`src/rtl/bcd_pkg.sv`:
```
// Shared widths, digit vector type and active-low 7-segment glyph table for the
// keypad entry decoder.
package bcd_pkg;

    localparam int unsigned BCD_W      = 4;
    localparam int unsigned NUM_DIGITS = 4;
    localparam int unsigned DIGITS_W   = BCD_W * NUM_DIGITS;
    localparam int unsigned SEG_W      = 7;

    typedef logic [DIGITS_W-1:0] digits_t;

    localparam logic [SEG_W-1:0] SEG_BLANK = 7'b1111111;

    // Active-low glyphs, bit 0 = segment a, bit 6 = segment g.
    localparam logic [SEG_W-1:0] SEG_LUT [0:9] = '{
        7'b1000000,  // 0
        7'b1111001,  // 1
        7'b0100100,  // 2
        7'b0110000,  // 3
        7'b0011001,  // 4
        7'b0010010,  // 5
        7'b0000010,  // 6
        7'b1111000,  // 7
        7'b0000000,  // 8
        7'b0010000   // 9
    };

endpackage

```
`src/rtl/bcd_to_seg7.sv`:
```
// Combinational BCD to active-low 7-segment decoder with a blanking override.
module bcd_to_seg7
    import bcd_pkg::*;
(
    input  logic [BCD_W-1:0] bcd,
    input  logic             blank,
    output logic [SEG_W-1:0] seg
);

    // Codes above 9 never reach the display; they decode to all-off for safety.
    always_comb begin
        seg = SEG_BLANK;
        if (!blank && (bcd <= BCD_W'(9))) begin
            seg = SEG_LUT[bcd];
        end
    end

endmodule

```
`src/rtl/bcd_entry_decoder.sv`:
```
// Keypad BCD receiver: synchronises the strobe, shifts digits in MM:SS style and
// scans a multiplexed 7-segment display. Define BCD_ENTRY_BLANK_EN for leading-zero blanking.
module bcd_entry_decoder
    import bcd_pkg::*;
#(
    parameter int unsigned REFRESH_DIV = 50000
) (
    input  logic        clk,
    input  logic        resetn,
    input  logic [3:0]  bcd,
    input  logic        loadn,
    input  logic        clear,
    input  logic        hold,
    output logic [15:0] digits,
    output logic        zero,
    output logic        loaded,
    output logic        err,
    output logic [6:0]  seg,
    output logic [3:0]  an
);

    localparam int unsigned CNT_W = $clog2(REFRESH_DIV);
    localparam logic [CNT_W-1:0] CNT_MAX = CNT_W'(REFRESH_DIV - 1);

    logic             s1_q, s1_d, s2_q, s2_d, s3_q, s3_d;
    logic [BCD_W-1:0] bcd1_q, bcd1_d, bcd2_q, bcd2_d;
    digits_t          digits_q, digits_d;
    logic             loaded_q, loaded_d, err_q, err_d;
    logic [CNT_W-1:0] cnt_q, cnt_d;
    logic [1:0]       idx_q, idx_d;
    logic [3:0]       an_q, an_d;
    logic [SEG_W-1:0] seg_q, seg_d;

    logic             capture_c;
    logic [BCD_W-1:0] cur_digit_c;
    logic             blank_c;
    logic [SEG_W-1:0] seg_c;

    always_ff @(posedge clk or negedge resetn) begin
        if (!resetn) begin
            s1_q     <= 1'b1;
            s2_q     <= 1'b1;
            s3_q     <= 1'b1;
            bcd1_q   <= '0;
            bcd2_q   <= '0;
            digits_q <= '0;
            loaded_q <= 1'b0;
            err_q    <= 1'b0;
            cnt_q    <= '0;
            idx_q    <= '0;
            an_q     <= 4'b1110;
            seg_q    <= SEG_LUT[0];
        end else begin
            s1_q     <= s1_d;
            s2_q     <= s2_d;
            s3_q     <= s3_d;
            bcd1_q   <= bcd1_d;
            bcd2_q   <= bcd2_d;
            digits_q <= digits_d;
            loaded_q <= loaded_d;
            err_q    <= err_d;
            cnt_q    <= cnt_d;
            idx_q    <= idx_d;
            an_q     <= an_d;
            seg_q    <= seg_d;
        end
    end

    // Strobe and code share the same two-stage pipeline so bcd2_q is aligned with s2_q.
    always_comb begin
        s1_d      = loadn;
        s2_d      = s1_q;
        s3_d      = s2_q;
        bcd1_d    = bcd;
        bcd2_d    = bcd1_q;
        capture_c = s3_q & ~s2_q;
    end

    // Entry register: clear wins over everything, hold only blocks key loads.
    always_comb begin
        digits_d = digits_q;
        loaded_d = 1'b0;
        err_d    = 1'b0;
        if (clear) begin
            digits_d = '0;
        end else if (capture_c && !hold) begin
            if (bcd2_q > BCD_W'(9)) begin
                err_d = 1'b1;
            end else begin
                digits_d = {digits_q[DIGITS_W-BCD_W-1:0], bcd2_q};
                loaded_d = 1'b1;
            end
        end
    end

    // Refresh counter and scan index.
    always_comb begin
        cnt_d = cnt_q + CNT_W'(1);
        idx_d = idx_q;
        if (cnt_q == CNT_MAX) begin
            cnt_d = '0;
            idx_d = idx_q + 2'd1;
        end
    end

    // Scan mux: idx 0 = sec_units through idx 3 = min_tens.
    always_comb begin
        cur_digit_c = digits_q[3:0];
        blank_c     = 1'b0;
        case (idx_q)
            2'd0: cur_digit_c = digits_q[3:0];
            2'd1: cur_digit_c = digits_q[7:4];
            2'd2: cur_digit_c = digits_q[11:8];
            default: cur_digit_c = digits_q[15:12];
        endcase
`ifdef BCD_ENTRY_BLANK_EN
        case (idx_q)
            2'd0: blank_c = 1'b0;
            2'd1: blank_c = (digits_q[15:4] == 12'd0);
            2'd2: blank_c = (digits_q[15:8] == 8'd0);
            default: blank_c = (digits_q[15:12] == 4'd0);
        endcase
`endif
    end

    bcd_to_seg7 u_seg (
        .bcd   (cur_digit_c),
        .blank (blank_c),
        .seg   (seg_c)
    );

    always_comb begin
        an_d  = ~(4'd1 << idx_q);
        seg_d = seg_c;
    end

    assign digits = digits_q;
    assign zero   = (digits_q == '0);
    assign loaded = loaded_q;
    assign err    = err_q;
    assign seg    = seg_q;
    assign an     = an_q;

endmodule

```
`config.mk`:
```
export PLATFORM = sky130hd
export DESIGN_NAME = bcd_entry_decoder
export DESIGN_NICKNAME = d
export VERILOG_FILES = /design/src/rtl/bcd_pkg.sv /design/src/rtl/bcd_to_seg7.sv /design/src/rtl/bcd_entry_decoder.sv
export SDC_FILE = /design/constraint.sdc
export NUM_CORES = 1
export LEC_CHECK = 0
export CAP_MARGIN = 20
export CORE_MARGIN = 4
export CORE_UTILIZATION = 42
export DETAILED_ROUTE_END_ITERATION = 16
export DONT_BUFFER_PORTS = 1
export GPL_ROUTABILITY_DRIVEN = 0
export PLACE_DENSITY = 0.64
export SETUP_SLACK_MARGIN = 0.15
export SLEW_MARGIN = 20
export SYNTH_ARGS = -nofsm -noshare
export SYNTH_HDL_FRONTEND = slang
export SYNTH_SLANG_ARGS = --single-unit
```
`constraint.sdc`:
```
create_clock -name clk -period 3.55 [get_ports clk]
set_input_delay 0.5325 -clock clk [delete_from_list [all_inputs] [get_ports clk]]
set_output_delay 0.5325 -clock clk [all_outputs]
set_load 0.1 [all_outputs]
```
==> results by group, run 1 <==
Global routing
  • First-pass GRT wire length: 8.100 mm
  • Total GRT Usage: 14.62%
  • Largest net degree at the start of global routing: 52
  • Gr ovfl total: 0
  • Antenna violations before repair: 0
  • Vias in the first global route: 1565

Detailed routing
  • DR pass1 iterations: 4
  • Via count: between 1500 and 2000
  • Post-route DRC: 0
  • Violation count after the first detailed-routing iteration: 48
  • Detailed-route wire length per cell: 15.81 um
  • Final ANT Viol Nets: 0
  • Vias per cell: 5.354
  • Final wirelength: 4.697 mm

Die
  • Core Region: 0.005608 mm2
  • # IOs: 39
  • Die X: between 80 and 90 um
  • Die area: 0.007208 mm2
  • Die Span Y: around 85 um
  • Row cnt: 27
  • Starting density of the core: 44.29%

CTS
  • CTS clk-pin slew, worst paths: 0.06 ns
  • Clock Latency Late Sink: 0.33 ns
  • CTS Buffer Depth: 2
  • CTS buffer count: 9
  • Post_cts resized: 0
  • H-tree depth: 3
  • CTS tree: built
  • Postcts setup bufs: 0
  • Clk root buf: clkbuf_8
  • CTS Sinks: 58
  • Post-CTS Hold Fix Bufs: 1

Yosys
  • Most frequent cells after synthesis: dfrtp_1 (51), nor2_1 (21), a22o_1 (14)
  • Unique cell type count in the Yosys netlist: 40
  • Yosys reg bits: between 50 and 60
  • Post-synth ARST share: between 90% and 100%
  • Seq/Total Area, Yosys: 58.79%
  • Most frequent cell after synthesis: dfrtp_1
  • Post-Synthesis Mean Instance Area: about 12 um2
  • Primary FF master, synth: dfrtp_1
  • Synth area leader: dfrtp_1
  • Area share of the largest cell type after synthesis: about half
  • Syn Nets: approximately 220
  • Warnings, synthesis: 0
  • Post-Syn Area: 0.002484 mm2
  • Post-Synthesis Cells: ~200
  • Number of flops mapped to enable cells by yosys: 0
  • Largest cells by area after synthesis: dfrtp_1 (51%), dfstp_2 (7.4%), ha_1 (6.5%)

STA
  • Worst-Margin Slew: approximately 1.0 ns
  • Hold Vio Cnt, Final: 0
  • Fin crit share: 81.71%
  • TNS Setup: 0 ns
  • RSZ-0062 raised after global routing: false
  • F_max: 344.7 MHz
  • Count of final max-slew check failures: 0
  • Tmin final: 2.901 ns
  • Setup Viol. Count Final: 0
  • Rel. slew slack: 30.90%
  • Skew final: 0.008318 ns

Pwr
  • Psw: 329.0 uW
  • Leak: 0.001331 uW
  • Power density cells: around 460 mW/mm2
  • Part of the power in registers: 54.7%
  • Comb pwr share: between 4 and 5%
  • Switching Fraction: 25.10%
  • Internal power: approximately 980 uW
  • Power share of the clock group: 41.0%
  • Peak supply drop: about 0.2 mV

Cells and area
  • Register area: 0.001460 mm2
  • Area taken by multi-input logic gates: around 960 um2
  • Fillers: 528
  • Share of cells above drive strength 1: 19.11%
  • # diodes: 0
  • Fin area: 0.002840 mm2
  • Syn-to-layout area delta: 14.36%
  • Fin nets: between 200 and 250
  • Finished Core Util: 50.65%

Worst setup path
  • Setup Crit Path Kind: register to register
  • CP max FO: 6
  • Worst setup EP type: register
  • CP Launch Type: register
  • Critical Path AT: 3.16 ns
  • Critical Path RT: 3.81 ns

Run status
  • Status: completed

Placed design
  • HPWL Detailed: ~3.1 mm
  • Port Buffers: 0
  • Area post-placement: 0.002634 mm2

Hold path
  • Worst hold path type: input port to async pin

Job
  • Max-capacitance violation count: 0
==> per-stage QoR <==
| step | worst slack [ns] | hold slack, ns | instances | power (uW) |
|---|---|---|---|---|
| 2_1_floorplan | 0.8301 | 0.2369 | 201 | 761.7 |
| 3_3_place_gp | 0.8126 | 0.2384 | 280 | 770.7 |
| 3_5_place_dp | 0.6562 | 0.2388 | 280 | 771.4 |
| 4_1_cts | 0.6303 | 0.01978 | 297 | 1329 |
| 5_1_grt | 0.3340 | 0.005322 | 297 | 1371 |
| 6_report | 0.6493 | 0.03872 | 297 | 1311 |
==> power by group through the flow <==
stage               Clock [uW]  Combinational, uW  Sequential (uW)
floorplan                    0               29.4              732
global placement             0               41.9              729
detailed placement           0               42.2              729
CTS                        555               57.2              717
global route               591               62.9              718
finish                     538               56.2              717
==> final cells by class <==
type	count	share of cell area (%)
clock buffer	14	5.727
clock inverter	2	0.4405
inverter	12	1.586
multi-input combinational	127	33.79
sequential	58	51.41
tap	72	3.172
timing repair buffer	12	3.877
==> critical path, stage by stage (launching register included) <==
cell and delay, ns:
dfrtp_1 0.40, inv_1 0.10, ha_1 0.26, a222oi_1 0.34, nand2_1 0.08, o21ai_0 0.26, inv_1 0.19, ha_1 0.27
nor2_1 0.23, nor2b_1 0.09, o31ai_1 0.43, o21bai_1 0.18
==> layout by cell type (no fill, tap or decap), types with 6 or more instances in the layout <==
cell type | netlist | routed
inv_1 | 12 | 12
dfrtp_1 | 51 | 51
nor2_1 | 21 | 21
clkbuf_8 | 0 | 11
a22o_1 | 14 | 14
nor4_1 | 6 | 6
ha_1 | 13 | 13
dfstp_2 | 7 | 7
buf_4 | 1 | 11
nand3_1 | 6 | 6
xnor2_1 | 9 | 9
==> state kept, by name, summed over array words and instances, names as in the netlist <==
name,count
seg,7
bcd1_q,4
an,4
loaded,1
cnt_q,16
digits,16
err,1
bcd2_q,4
s3_q,1
s1_q,1
idx_q,2
s2_q,1
==> path summary, 6_finish.rpt <==
check                      cells past startpoint  slack (ns)                   to            startpoint
min in group clk                               0        0.20       s1_q$_DFF_PN1_                 loadn
max in group asynchronous                      1        3.28  cnt_q[11]$_DFF_PN0_                resetn
max reg2reg                                   11        0.65     seg[1]$_DFF_PN0_  idx_q[0]$_DFFE_PN0N_
min                                            0        0.04      an[3]$_DFF_PN1_                resetn
min reg2reg                                    0        0.35  bcd2_q[1]$_DFF_PN0_   bcd1_q[1]$_DFF_PN0_
max                                           11        0.65     seg[1]$_DFF_PN0_  idx_q[0]$_DFFE_PN0N_
==> per-layer routing <==
| layer | GRT usage (%) | routed length, um | share of wire (%) |
|---|---|---|---|
| met5 | 0 | 0 | 0 |
| met1 | 18.98 | 2120 | 45 |
| met3 | 5.243 | 266 | 5.7 |
| met4 | 7.338 | 92 | 2.0 |
| met2 | 21.57 | 2218 | 47 |
==> cells by family after synthesis <==
group | synth area share, %
AND/OR/NAND/NOR | 13.40
AO/OA/AOI/OAI | 12.14
flip-flops | 58.79
adder cells (fa/ha/maj) | 6.549
XOR/XNOR | 4.937
buffers and inverters | 2.720
multiplexers | 1.461
Power figures use the tool's default switching activity.
==> run 2, diff against run 1 <==
clock period = 2.7 ns   (was 3.55 ns; I/O delays follow)
==> run 2 against run 1 <==
  * Register-to-register slack worse by 0.32 ns
  * Design area increased by 5.7%
  * Highest routed layer unchanged
  * Non-clock buffer count rose by 16
==> results by group, run 2 (synthesized netlist as in run 1, its figures left out) <==
Worst setup path
  • R2R Path End: seg[3]$_DFF_PN0_ (was seg[1]$_DFF_PN0_)
  • CP max FO: 6 (unchanged)
  • CP Launch Type: register (unchanged)
  • Critical Path AT: 2.58 ns (was 3.16 ns)
  • R2R Path Start: idx_q[0]$_DFFE_PN0N_ (unchanged)
  • Worst setup EP type: register (unchanged)
  • Setup Crit Path Kind: register to register (unchanged)
  • Reg2reg path depth: 10 (was 11)
  • Critical Path RT: 2.91 ns (was 3.81 ns)
  • Worst reg2reg setup slack: 0.33 ns (was 0.65 ns)

Cells and area
  • Most frequent cells in the layout: dfrtp_1 (44), buf_4 (26), nor2_1 (20), a22o_1 (14), inv_1 (12) (was dfrtp_1 (51), nor2_1 (21), a22o_1 (14), ha_1 (13), inv_1 (12))
  • Syn-to-layout area delta: 20.91% (was 14.36%)
  • Share of cells above drive strength 1: 30.29% (was 19.11%)
  • Fin nets: 258 (was 242)
  • # diodes: 0 (unchanged)
  • Most common cell after layout, fill and taps aside: dfrtp_1 (unchanged)

Global routing
  • Vias in the first global route: 1720 (was 1565)
  • Total GRT Usage: 15.26% (was 14.62%)
  • Gr ovfl total: 0 (unchanged)
  • First-pass GRT wire length: 8.618 mm (was 8.100 mm)
  • Largest net degree at the start of global routing: 59 (was 52)
  • Antenna violations before repair: 0 (unchanged)

Die
  • Die X: 84.90 um (unchanged)
  • Starting density of the core: 44.29% (unchanged)
  • Row cnt: 27 (unchanged)
  • Core Region: 0.005608 mm2 (unchanged)
  • Die Span Y: 84.90 um (unchanged)
  • # IOs: 39 (unchanged)
  • Die area: 0.007208 mm2 (unchanged)

STA
  • TNS Setup: 0 ns (unchanged)
  • Fin crit share: 87.88% (was 81.71%)
  • Skew final: 0.005524 ns (was 0.008318 ns)
  • Rel. slew slack: 41.70% (was 30.90%)
  • RSZ-0062 raised after global routing: true (was false)
  • Tmin final: 2.373 ns (was 2.901 ns)
  • Final Worst Setup Slack: 0.3273 ns (was 0.6493 ns)
  • F_max: 421.5 MHz (was 344.7 MHz)
  • Hold Vio Cnt, Final: 0 (unchanged)
  • Setup Viol. Count Final: 0 (unchanged)
  • Count of final max-slew check failures: 0 (unchanged)
  • Worst-Margin Slew: 0.8751 ns (was 1.036 ns)

Detailed routing
  • Via count: 1657 (was 1590)
  • DR pass1 iterations: 4 (unchanged)
  • Final wirelength: 4.961 mm (was 4.697 mm)
  • Violation count after the first detailed-routing iteration: 106 (was 48)
  • Post-route DRC: 0 (unchanged)
  • Detailed-route wire length per cell: 15.85 um (was 15.81 um)
  • Final ANT Viol Nets: 0 (unchanged)
  • Vias per cell: 5.294 (was 5.354)

CTS
  • CTS Buffer Depth: 2 (unchanged)
  • Clk root buf: clkbuf_8 (unchanged)
  • CTS clk-pin slew, worst paths: 0.06 ns (about the same)
  • CTS Sinks: 58 (unchanged)
  • H-tree depth: 3 (unchanged)
  • Clock Latency Late Sink: 0.33 ns (about the same)
  • CTS buffer count: 9 (unchanged)
  • CTS tree: built (unchanged)

Job
  • Max-capacitance violation count: 0 (unchanged)

Placed design
  • DP Worst Slack: 0.03879 ns (was 0.6562 ns)
  • HPWL Detailed: 3.353 mm (was 3.149 mm)
  • Port Buffers: 0 (unchanged)

Pwr
  • Leak: 0.001404 uW (was 0.001331 uW)
  • Power share of the clock group: 40.2% (was 41.0%)
  • Switching Fraction: 24.84% (was 25.10%)
  • Comb pwr share: 5.4% (was 4.3%)
  • Internal power: 1294 uW (was 981.7 uW)
  • Peak supply drop: 0.3567 mV (was 0.2053 mV)
  • Psw: 427.7 uW (was 329.0 uW)
  • Part of the power in registers: 54.4% (was 54.7%)
  • Power density cells: 573.3 mW/mm2 (was 461.5 mW/mm2)

Hold path
  • Hold path depth: 0
  • Hold path endpoint: s1_q$_DFF_PN1_
  • Worst hold path type: input port to register (was input port to async pin)
  • Min-delay src: loadn

Run status
  • Status: completed (unchanged)
[run 2: worst max-delay path: stages (launching register included)]
cell	delay [ns]
dfrtp_1	0.38
buf_4	0.15
ha_2	0.21
a222oi_1	0.41
a21oi_4	0.15
inv_1	0.12
ha_2	0.23
nor2_4	0.05
o211ai_1	0.18
o31ai_2	0.13
a211o_1	0.25
[run 2: cell type report]
cell class                 instances  area [um2]
multi-input combinational        127       992.2
clock buffer                      13       158.9
sequential                        58        1469
inverter                          12       45.04
fill                             500        2605
clock inverter                     3       15.01
timing repair buffer              28       232.7
tap                               72       90.09
[run 2: metal layers]
layer	global-route usage (%)	up-vias	wire, um
li1	-	787	-
met1	18.37	806	2131
met2	24.41	50	2436
met3	6.311	14	268
met4	5.899	0	125
met5	0	-	0
[run 2: repair_timing]
action	in CTS	in global routing
resized for setup	2	10
endpoints found under the hold margin	58	0
pin swaps	0	3
setup buffers	0	5
cloned	0	0
endpoints found under the setup margin	4	5
hold buffers	2	0
[run 2: power by group through the flow]
stage	logic, uW	clock network, uW	registers (uW)
6_report	93.2	692	936
5_1_grt	102	773	937
4_1_cts	90.2	724	936
3_5_place_dp	66.1	0	952
3_3_place_gp	64.2	0	951
2_1_floorplan	38.6	0	963
[run 2: how the worst max path moves through the flow]
stage | startpoint | end | slack (ns) | cells past startpoint
global route | idx_q[0]$_DFFE_PN0N_ | seg[1]$_DFF_PN0_ | 0.15 | 11
floorplan | digits[12]$_DFFE_PN0P_ | seg[1]$_DFF_PN0_ | 0.16 | 7
detailed placement | idx_q[0]$_DFFE_PN0N_ | seg[1]$_DFF_PN0_ | 0.04 | 10
finish | idx_q[0]$_DFFE_PN0N_ | seg[3]$_DFF_PN0_ | 0.33 | 10
global placement | idx_q[0]$_DFFE_PN0N_ | seg[1]$_DFF_PN0_ | 0.23 | 10
CTS | idx_q[0]$_DFFE_PN0N_ | seg[1]$_DFF_PN0_ | 0.16 | 11
[run 2: stage by stage]
step / hold WS [ns] / cells / power, uW / utilization, % / cell area (um2)
after floorplan: 0.1094 / 201 / 1002 / - / 2491
after global placement: 0.1111 / 289 / 1016 / 48.30 / 2709
after detailed placement: 0.1112 / 290 / 1018 / 48.44 / 2716
after CTS: 0.05717 / 308 / 1751 / 52.36 / 2937
after global routing: 0.04343 / 313 / 1812 / 53.55 / 3003
final: 0.07590 / 313 / 1721 / 53.55 / 3003
==> run 3, diff against run 2 <==
PLACE_DENSITY = 0.68   (was 0.64)
==> run 3 against run 2 <==
  * Clock skew is 0.0023 ns higher
  * Worst setup slack worse by 0.018 ns
  * First-iteration DRC count is 36% lower
  * Largest cell class unchanged
  * Highest routed layer unchanged
  * Worst hold slack worse by 0.0018 ns
  * Utilization is 0.16 points higher
  * Critical endpoint unchanged
  * Sequential cell count stayed put
  * Final cell count is 0.64% lower
  * Maximum frequency is 0.77% lower
  * Via count is 1.6% higher
  * Sequential share of layout area is 0.18 points lower
  * Critical path depth is 1 higher
==> results by group, run 3 (synthesized netlist as in run 1, its figures left out) <==
Run status
  • Status: completed (unchanged)

STA
  • F_max: 418.2 MHz (was 421.5 MHz)
  • Count of final max-slew check failures: 0 (unchanged)
  • Hold Vio Cnt, Final: 0 (unchanged)
  • Tmin final: 2.391 ns (was 2.373 ns)
  • Fin crit share: 88.56% (was 87.88%)
  • TNS Setup: 0 ns (unchanged)
  • Worst-Margin Slew: 0.8813 ns (was 0.8751 ns)
  • Rel. slew slack: 41.29% (was 41.70%)
  • Setup Viol. Count Final: 0 (unchanged)
  • Skew final: 0.007782 ns (was 0.005524 ns)
  • RSZ-0062 raised after global routing: false (was true)

Die
  • Die X: 84.90 um (unchanged)
  • Starting density of the core: 44.29% (unchanged)
  • Core Region: 0.005608 mm2 (unchanged)
  • Die area: 0.007208 mm2 (unchanged)
  • Die Span Y: 84.90 um (unchanged)
  • Row cnt: 27 (unchanged)
  • # IOs: 39 (unchanged)

Detailed routing
  • Via count: 1684 (was 1657)
  • DR pass1 iterations: 4 (unchanged)
  • Final wirelength: 4.905 mm (was 4.961 mm)
  • DRT met1 WL: 2.081 mm (was 2.131 mm)
  • Violation count after the first detailed-routing iteration: 68 (was 106)
  • Vias per cell: 5.415 (was 5.294)
  • Final ANT Viol Nets: 0 (unchanged)
  • Post-route DRC: 0 (unchanged)
  • Max layer used: met4 (unchanged)
  • Detailed-route wire length per cell: 15.77 um (was 15.85 um)
  • WL met2: 2.428 mm (was 2.436 mm)
  • WL met3: 324 um (was 268 um)

Placed design
  • HPWL Detailed: 3.313 mm (was 3.353 mm)
  • Dpl cells: 289 (was 290)
  • Port Buffers: 0 (unchanged)

Pwr
  • Power density cells: 577.7 mW/mm2 (was 573.3 mW/mm2)
  • Switching Fraction: 24.19% (was 24.84%)
  • Power share of the clock group: 40.9% (was 40.2%)
  • Leak: 0.001408 uW (was 0.001404 uW)
  • Comb pwr share: 5.3% (was 5.4%)
  • Peak supply drop: 0.3167 mV (was 0.3567 mV)
  • Internal power: 1319 uW (was 1294 uW)
  • Psw: 420.9 uW (was 427.7 uW)
  • Part of the power in registers: 53.8% (was 54.4%)

Cells and area
  • Finished Core Util: 53.70% (was 53.55%)
  • Layout Cells excl Fill: 311 (was 313)
  • Most common cell after layout, fill and taps aside: dfrtp_1 (unchanged)
  • Syn-to-layout area delta: 21.26% (was 20.91%)
  • Share of cells above drive strength 1: 30.54% (was 30.29%)
  • Fin nets: 256 (was 258)
  • # diodes: 0 (unchanged)
  • Most frequent cells in the layout: dfrtp_1 (45), buf_4 (24), nor2_1 (20), a22o_1 (14), clkbuf_8 (12) (was dfrtp_1 (44), buf_4 (26), nor2_1 (20), a22o_1 (14), inv_1 (12))

Hold path
  • Hold path endpoint: s1_q$_DFF_PN1_ (unchanged)
  • Hold path depth: 0 (unchanged)
  • Worst hold path type: input port to register (unchanged)
  • Min-delay src: loadn (unchanged)

CTS
  • CTS Sinks: 58 (unchanged)
  • CTS tree: built (unchanged)
  • CTS clk-pin slew, worst paths: 0.06 ns (about the same)
  • CTS buffer count: 9 (unchanged)
  • CTS Buffer Depth: 2 (unchanged)
  • H-tree depth: 3 (unchanged)
  • Clock Latency Late Sink: 0.33 ns (about the same)
  • Clk root buf: clkbuf_8 (unchanged)

Job
  • Max-capacitance violation count: 0 (unchanged)

Worst setup path
  • CP Launch Type: register (unchanged)
  • R2R Path Start: idx_q[1]$_DFFE_PN0N_ (was idx_q[0]$_DFFE_PN0N_)
  • Cell chain of the critical path: buf_4, ha_1, inv_1, nand2_1, o21ai_2, buf_4, ha_2, nor2_4, o211ai_1, o31ai_2, a211o_1 (was buf_4, ha_2, a222oi_1, a21oi_4, inv_1, ha_2, nor2_4, o211ai_1, o31ai_2, a211o_1)
  • Most repeated library cell on the critical path: buf_4 (was ha_2)
  • Setup Crit Path Kind: register to register (unchanged)
  • CP max FO: 6 (unchanged)
  • WP buf/inv: 3 (was 2)
  • Critical Path RT: 2.91 ns (about the same)
  • Worst setup EP type: register (unchanged)
  • CP max-delay cell: dfrtp_1 (was a222oi_1)
  • Critical Path AT: 2.60 ns (was 2.58 ns)
  • R2R Path End: seg[3]$_DFF_PN0_ (unchanged)
  • Crit-path max cell delay: 0.41 ns (about the same)
  • Worst reg2reg setup slack: 0.31 ns (was 0.33 ns)
  • Reg2reg path depth: 11 (was 10)
  • Cell family with most CP delay: compound AO/OA/AOI/OAI gates (unchanged)

Global routing
  • Gr ovfl total: 0 (unchanged)
  • Total GRT Usage: 15.13% (was 15.26%)
  • First-pass GRT wire length: 8.397 mm (was 8.618 mm)
  • Largest net degree at the start of global routing: 59 (unchanged)
  • Antenna violations before repair: 0 (unchanged)
  • Vias in the first global route: 1651 (was 1720)
==> run 3: cell types whose count changed in the layout (fill, tap and decap cells not counted), sizes merged <==
cell    previous run  this run
buf               27        25
clkbuf            13        14
clkinv             3         2
==> run 3: power groups by stage <==
stage	logic (uW)	registers, uW	clock network [uW]
2_1_floorplan	38.6	963	0
3_3_place_gp	64.1	951	0
3_5_place_dp	64.4	952	0
4_1_cts	88.7	936	746
5_1_grt	99.7	938	790
6_report	91.4	936	712
==> run 3: layout make-up <==
| type | instances | area, um2 |
|---|---|---|
| inverter | 12 | 45.04 |
| multi-input combinational | 127 | 1008 |
| fill | 512 | 2596 |
| tap | 72 | 90.09 |
| sequential | 58 | 1468 |
| clock inverter | 2 | 10.01 |
| timing repair buffer | 26 | 217.7 |
| clock buffer | 14 | 172.7 |
==> run 3: worst max-delay path by stage <==
| stage | from | end | slack [ns] | depth (start not counted) |
|---|---|---|---|---|
| after detailed placement | idx_q[0]$_DFFE_PN0N_ | seg[1]$_DFF_PN0_ | 0.05 | 10 |
| after global placement | idx_q[0]$_DFFE_PN0N_ | seg[1]$_DFF_PN0_ | 0.24 | 10 |
| after global routing | idx_q[1]$_DFFE_PN0N_ | seg[1]$_DFF_PN0_ | 0.14 | 11 |
| after floorplan | digits[12]$_DFFE_PN0P_ | seg[1]$_DFF_PN0_ | 0.16 | 7 |
| final | idx_q[1]$_DFFE_PN0N_ | seg[3]$_DFF_PN0_ | 0.31 | 11 |
| after CTS | idx_q[0]$_DFFE_PN0N_ | seg[1]$_DFF_PN0_ | 0.17 | 11 |
==> run 3: layer usage <==
layer  track usage [%]  vias up
li1                  -      793
met5                 0        -
met3             7.184        8
met1             18.24      835
met2             23.63       48
met4             5.612        0
==> run 3: through the flow <==
step                power (uW)  setup slack [ns]  instance area (um2)  hold WS (ns)
finish                    1740            0.3089                 3012       0.07410
global placement          1015            0.2427                 2709        0.1113
floorplan                 1002            0.1602                 2491        0.1094
CTS                       1771            0.1735                 2938       0.04599
global route              1828            0.1384                 3012       0.03106
detailed placement        1017           0.04571                 2709        0.1115
==> run 3: repair_timing <==
item | CTS | global route
endpoints found under the hold margin | 58 | 0
setup endpoints to repair | 4 | 5
gates resized for setup | 2 | 12
pin swaps | 0 | 3
hold buffers | 2 | 0
setup buffers | 0 | 4
